## src/rtl/sc_xnor_cmp_pkg.sv

```systemverilog
// Shared types and helpers for the bit-serial XNOR equality comparator.
// State encoding and index-width function.
package sc_xnor_cmp_pkg;

  typedef enum logic [1:0] {
    IDLE  = 2'd0,
    SHIFT = 2'd1,
    DONE  = 2'd2
  } state_t;

  function automatic int clog2(input int n);
    int r;
    r = 0;
    for (int i = 0; i < 31; i++) begin
      if ((1 << i) < n) r = i + 1;
    end
    return r;
  endfunction

endpackage

```

## src/rtl/sc_xnor_serial_compare_gate.sv

```systemverilog
// Single-bit XNOR gate cell, the only datapath of the serial comparator.
// Purely combinational.
module CC_GateXNOR (
  input  logic CC_GateXNOR_a_In,
  input  logic CC_GateXNOR_b_In,
  output logic CC_GateXNOR_z_Out
);

  assign CC_GateXNOR_z_Out =
    ~(CC_GateXNOR_a_In ^ CC_GateXNOR_b_In);

endmodule

```

## src/rtl/sc_xnor_serial_compare.sv

```systemverilog
// Bit-serial equality compare, LSB first, through one shared XNOR cell.
// Registered verdict with a one-cycle done pulse.
module sc_xnor_serial_compare
  import sc_xnor_cmp_pkg::*;
#(
  parameter int DATAWIDTH  = 8,
  parameter int EARLY_EXIT = 1
) (
  input  logic                          SC_XnorSerialCompare_CLOCK_50,
  input  logic                          SC_XnorSerialCompare_RESET_InLow,
  input  logic                          SC_XnorSerialCompare_start_In,
  input  logic [DATAWIDTH-1:0]          SC_XnorSerialCompare_a_In,
  input  logic [DATAWIDTH-1:0]          SC_XnorSerialCompare_b_In,
  output logic                          SC_XnorSerialCompare_busy_Out,
  output logic                          SC_XnorSerialCompare_done_Out,
  output logic                          SC_XnorSerialCompare_equal_Out,
  output logic [clog2(DATAWIDTH)-1:0]   SC_XnorSerialCompare_mismatchIdx_Out
);

  localparam int IW = clog2(DATAWIDTH);
  localparam logic [IW-1:0] LAST = IW'(DATAWIDTH - 1);

  logic clk;
  logic rst_n;
  logic start;

  assign clk   = SC_XnorSerialCompare_CLOCK_50;
  assign rst_n = SC_XnorSerialCompare_RESET_InLow;
  assign start = SC_XnorSerialCompare_start_In;

  state_t                state;
  state_t                state_n;
  logic [DATAWIDTH-1:0]  sh_a;
  logic [DATAWIDTH-1:0]  sh_b;
  logic [IW-1:0]         cnt;
  logic [IW-1:0]         idx;
  logic                  flag;
  logic                  z;

  CC_GateXNOR u_gate (
    .CC_GateXNOR_a_In  (sh_a[0]),
    .CC_GateXNOR_b_In  (sh_b[0]),
    .CC_GateXNOR_z_Out (z)
  );

  always_ff @(posedge clk or negedge rst_n) begin
    if (!rst_n) state <= IDLE;
    else        state <= state_n;
  end

  always_comb begin
    state_n = state;
    unique case (state)
      IDLE:  if (start) state_n = SHIFT;
      SHIFT: begin
        if ((EARLY_EXIT != 0) && !z) state_n = DONE;
        else if (cnt == LAST)        state_n = DONE;
      end
      DONE:    state_n = IDLE;
      default: state_n = IDLE;
    endcase
  end

  always_ff @(posedge clk or negedge rst_n) begin
    if (!rst_n) begin
      sh_a  <= '0;
      sh_b  <= '0;
      cnt   <= '0;
      idx   <= '0;
      flag  <= 1'b0;
      SC_XnorSerialCompare_busy_Out        <= 1'b0;
      SC_XnorSerialCompare_done_Out        <= 1'b0;
      SC_XnorSerialCompare_equal_Out       <= 1'b0;
      SC_XnorSerialCompare_mismatchIdx_Out <= '0;
    end else begin
      SC_XnorSerialCompare_busy_Out <= (state_n == SHIFT);
      SC_XnorSerialCompare_done_Out <= (state == DONE);
      case (state)
        IDLE: begin
          if (start) begin
            sh_a <= SC_XnorSerialCompare_a_In;
            sh_b <= SC_XnorSerialCompare_b_In;
            cnt  <= '0;
            idx  <= '0;
            flag <= 1'b0;
            SC_XnorSerialCompare_equal_Out <= 1'b0;
          end
        end
        SHIFT: begin
          // only the first mismatch is recorded
          if (!z && !flag) begin
            flag <= 1'b1;
            idx  <= cnt;
          end
          if (state_n == SHIFT) begin
            sh_a <= sh_a >> 1;
            sh_b <= sh_b >> 1;
            cnt  <= cnt + IW'(1);
          end
        end
        DONE: begin
          SC_XnorSerialCompare_equal_Out       <= ~flag;
          SC_XnorSerialCompare_mismatchIdx_Out <= flag ? idx : '0;
        end
        default: ;
      endcase
    end
  end

endmodule

```

## config.mk

```make
export PLATFORM = sky130hd
export DESIGN_NAME = sc_xnor_serial_compare
export DESIGN_NICKNAME = d
export VERILOG_FILES = /design/src/rtl/sc_xnor_cmp_pkg.sv /design/src/rtl/sc_xnor_serial_compare_gate.sv /design/src/rtl/sc_xnor_serial_compare.sv
export SDC_FILE = /design/constraint.sdc
export NUM_CORES = 1
export LEC_CHECK = 0
export ABC_AREA = 1
export CORE_AREA = 2 2 69 71
export CTS_BUF_LIST = sky130_fd_sc_hd__clkbuf_4 sky130_fd_sc_hd__clkbuf_8
export CTS_CLUSTER_SIZE = 24
export DETAILED_ROUTE_END_ITERATION = 10
export DIE_AREA = 0 0 71 73
export PLACE_DENSITY = 0.62
export SLEW_MARGIN = 10
export SYNTH_ARGS = -nofsm -noshare
export SYNTH_HDL_FRONTEND = slang
export SYNTH_HIERARCHICAL = 1
export SYNTH_SLANG_ARGS = --single-unit
export TNS_END_PERCENT = 100
```

## constraint.sdc

```tcl
create_clock -name SC_XnorSerialCompare_CLOCK_50 -period 2.6 [get_ports SC_XnorSerialCompare_CLOCK_50]
set_clock_uncertainty 0.1 [all_clocks]
set_input_delay 0.26 -clock SC_XnorSerialCompare_CLOCK_50 [delete_from_list [all_inputs] [get_ports SC_XnorSerialCompare_CLOCK_50]]
set_output_delay 0.26 -clock SC_XnorSerialCompare_CLOCK_50 [all_outputs]
set_load 0.05 [all_outputs]
```

After elaboration in Yosys (flattened, before gate mapping):

Index checks and enable logic that the tools add are counted.

* bits in registers: 31
* input port bits: 19

* add/subtract/negate cells: 1
* equal/unequal tests: 7
* mux-type cells: 20
* bitwise logic cells: 2
* reduce and logical (&&, ||, !) cells: 8

Operator list (count)
* $mux 8: 4
* $pmux 8 s2: 2
* $mux 3: 4
* $pmux 3 s2: 2
* $mux 2: 3
* $ne 2x2->1 const B: 3
* $reduce_and 3->1: 2
* $eq 2x1->1 const B: 2
* $pmux 1 s2: 2
* $pmux 2 s2: 1
* $reduce_bool 2->1: 2
* $add 3x1->3 const B: 1
* $eq 3x3->1 const B: 1
* $eq 2x2->1 const B: 1
* $logic_not 2->1: 1
* $mux 1: 2
* $reduce_and 2->1: 1
* $logic_and 1x1->1: 1
* $logic_not 1->1: 1
* $not 1->1: 1
* $xor 1x1->1: 1

Longest topological paths before layout:

* word-level depth: 7
* mapped depth: 10

By module:

The synthesis kept the hierarchy.

Modules (own cells, without submodules)
* sc_xnor_serial_compare: times used 1, cells an instance 179, area each 1473.9 µm²
* CC_GateXNOR: times used 1, cells an instance 5, area each 18.8 µm²

Worst setup path before layout:

No wires, ideal clock.

* kind: register to register
* start: register cnt[0]
* end: register sh_b[1]
* setup time: 0.117 ns
* arrival time: 1.331 ns
* required time: 2.383 ns
* slack: 1.052 ns
* stages on the path, launching flop included: 8
* cell sequence: dfrtp_1 ha_1 ha_1 nor2_2 nand2_4 buf_2 nand3_1 nand2_1

* word-level cells in the longest chain between the ends: 7

RTL lines
* from (decl): line sc_xnor_serial_compare.sv:35 `logic [IW-1:0] cnt;`
* from (signal assigned): line sc_xnor_serial_compare.sv:98 `cnt <= cnt + IW'(1);`
* $eq 3x3->1: line sc_xnor_serial_compare.sv:57 `else if (cnt == LAST) state_n = DONE;`
* $mux 2: line sc_xnor_serial_compare.sv:57
* $mux 2: line sc_xnor_serial_compare.sv:56 `if ((EARLY_EXIT != 0) && !z) state_n = DONE;`
* $pmux 2 s2: line sc_xnor_serial_compare.sv:53 `unique case (state)`
* $eq 2x1->1: line sc_xnor_serial_compare.sv:95 `if (state_n == SHIFT) begin`
* $ne 2x2->1 (no source line)
* $reduce_and 3->1 (no source line)
* to (signal assigned): line sc_xnor_serial_compare.sv:82 `sh_b <= SC_XnorSerialCompare_b_In;`
* to (signal assigned): line sc_xnor_serial_compare.sv:97 `sh_b <= sh_b >> 1;`
* to (decl): line sc_xnor_serial_compare.sv:34 `logic [DATAWIDTH-1:0] sh_b;`

No other way between the ends.
A chain may end at the register's enable or synchronous reset.

Final worst setup path:

* start: register SC_XnorSerialCompare_equal_Out
* end: output port SC_XnorSerialCompare_equal_Out

RTL lines
* from (decl): line sc_xnor_serial_compare.sv:16 `output logic SC_XnorSerialCompare_equal_Out,`
* from (signal assigned): line sc_xnor_serial_compare.sv:102 `SC_XnorSerialCompare_equal_Out <= ~flag;`

No word-level cell between the ends.

==> results.py <==
metrics = {
    "critical_path": {
        "worstPathArrival_ps": 1430,
        "path_depth": 1,
        "cpPeakStageDelay_ps": 800,
        "crit_slowest_cell": "clkdlybuf4s50_1",
        "reg2reg_slack_ps": 850,
        "crit_type": "reg -> out",
        "cp_top_family": "buffers and inverters",
        "endpoint": "SC_XnorSerialCompare_equal_Out",
        "critPathRequiredTime_ps": 2240,
        "cp-startpoint": "SC_XnorSerialCompare_equal_Out",
        "regToRegEndpoint": "sh_b[1]",
        "rr_worst_depth": 7,
        "path_max_fanout": 2,
        "crit_path_start_kind": "register",
        "end_kind": "output pin",
        "timing.rr.start": "cnt[0]",
        "crit_buf_inv": 1,
        "crit_chain": "clkdlybuf4s50_1",
    },
    "placement": {
        "port_buffers": 24,
        "post-dp-hpwl_um": 2050,
        "placed_cell_area_mm2": 0.00176,
        "gp_congestion": 0.758,
    },
    "timing": {
        "fin_crit_ps": 1790,
        "drv_slew": 0,
        "fin_crit_sh_pct": 69.0,
        "tightest_slew_ps": 499,
        "slew_headroom_pct": 66.7,
        "fmax_mhz": 558,
        "setup_viol": 0,
        "hold_violations": 0,
        "rsz0062_at_grt": "false",
        "setup_tns_ps": 0,
    },
    "clocking": {
        "clock_sinks": 31,
        "htreeDepth": 2,
        "cts_tree": "built",
        "postCtsSetupBuffers": 0,
        "cts_inserted_buffers": 5,
        "post_cts_resized": 0,
        "cts-root-buf": "clkbuf_8",
        "clk_path_buf_depth": 2,
        "clkSlewWorstSetupHoldPaths_ps": 60,
        "cts_hold_buf": 0,
        "clk_latency_ps": 270,
    },
    "global_route": {
        "grt_pass1_vias": 1287,
        "grt_max_degree": 32,
        "grt_usage_pct": 13.8,
        "grt_overflow": 0,
        "grt_pass1_wl_um": 5570,
        "antenna_found_initial": 0,
    },
    "drt": {
        "drt_iter0_drc": 90,
        "drc": 0,
        "antenna_left": 0,
        "wl_per_cell_um": 11.8,
        "viasPerCell": 4.74,
        "wl_um": 3080,
        "num_vias": 1238,
        "firstDrtPassIters": 4,
    },
    "min_path": {
        "holdCritPathClass": "in -> async",
    },
    "final_layout": {
        "antenna_cells": 0,
        "syn2layout_area_growth_pct": 23.0,
        "drive_above_1_share_pct": 7.73,
        "final_area_mm2": 0.00184,
        "final_util_pct": 40.5,
        "final_common_cell": "nand2_1",
        "final_cell_mix": "80 x nand2_1, 42 x nand3_1, 31 x dfrtp_1",
        "nNetsFinal": 229,
    },
    "die": {
        "die_y_um": 73,
        "rows": 25,
        "die_area_mm2": 0.00518,
        "die_width_um": 71,
        "ios": 25,
        "start_util_pct": 32.9,
        "core-area_mm2": 0.00454,
    },
    "pwr": {
        "ir_drop_uv": 403,
        "power_density_mw_per_mm2": 1150,
        "power.leakage_uw": 0.000967,
    },
    "logic_synthesis": {
        "postSynthCellCount": 184,
        "avgSynthCellArea_um2": 8.11,
        "synth_cell_type_count": 17,
        "synth-seq-cells": 31,
        "yosys_warnings": 6,
        "seq_area_frac_synth_pct": 52.0,
        "synthesis.nets": 205,
        "syn-cell-area_mm2": 0.00149,
    },
    "outcome": {
        "status": "completed",
    },
    "flow_run": {
        "maxCapViolCount": 0,
    },
}
==> stage by stage <==
stage	setup slack (ps)	cells	hold slack [ps]	power, uW
2_1_floorplan	1050	184	-136	1560
5_1_grt	710	261	325	2300
4_1_cts	791	261	289	2140
6_report	806	261	269	2110
3_5_place_dp	835	255	376	1780
3_3_place_gp	887	255	371	1760
==> routing by layer <==
layer | share of wire (%) | wire length, um | global-route usage (%)
met5 | 0 | 0 | 0
met3 | 3.6 | 112 | 2.62
met1 | 47 | 1440 | 15.7
met4 | 2.4 | 75 | 7.97
met2 | 47 | 1450 | 24.2
==> synth_stat cells <==
cell      number  share of area (%)
buf_6          1               0.75
ha_1           2                1.7
dfrtp_1       31                 52
nor2_2         1               0.42
inv_2          2               0.50
nor2_4         1               0.75
nand3_1       42                 14
o21ai_0        4                1.3
nand2_4        2                1.5
inv_1          5                1.3
buf_4          2                1.0
nand2_1       80                 20
nand3b_1       1               0.50
nand3_4        1                1.2
buf_2          6                2.0
nor2_1         2               0.50
nand2_2        1               0.42
==> where the power goes <==
| part | switching [uW] | total, uW | leakage (uW) | internal [uW] |
|---|---|---|---|---|
| Sequential | 120 | 802 | 0.000401 | 682 |
| Combinational | 641 | 954 | 0.000525 | 313 |
| Clock | 161 | 349 | 0.0000406 | 188 |
| Total | 922 | 2110 | 0.000967 | 1180 |
==> registers in the layout (all words and copies together) (netlist names) <==
| signal | flops |
|---|---|
| sh_a | 8 |
| cnt | 3 |
| state | 2 |
| idx | 3 |
| SC_XnorSerialCompare_busy_Out | 1 |
| flag | 1 |
| SC_XnorSerialCompare_equal_Out | 1 |
| SC_XnorSerialCompare_done_Out | 1 |
| SC_XnorSerialCompare_mismatchIdx_Out | 3 |
| sh_b | 8 |
==> how the worst min path moves through the flow <==
stage,endpoint,slack [ps],cells past startpoint
final,SC_XnorSerialCompare_mismatchIdx_Out[0],270,2
after global routing,sh_a[7],320,2
after CTS,sh_a[7],290,2
after detailed placement,SC_XnorSerialCompare_mismatchIdx_Out[0],380,2
after global placement,SC_XnorSerialCompare_mismatchIdx_Out[1],370,2
after floorplan,SC_XnorSerialCompare_busy_Out,-140,0
==> logic make-up (layout without fill, tap and decap cells) <==
kind of cell    after synthesis  after routing  share of synthesized area, %
simple gates                131            131                          39.5
flops                        31             31                          52.0
buf+inv                      16             39                          5.53
compound gates                4              4                          1.34
fa+ha+maj                     2              2                          1.68
==> final cells by class <==
cell class	instances	area, um2
sequential	31	776
clock buffer	6	76.3
fill	449	2700
timing repair buffer	26	255
inverter	7	26.3
tap	54	67.6
multi-input combinational	137	634
Power figures use the tool's default switching activity.
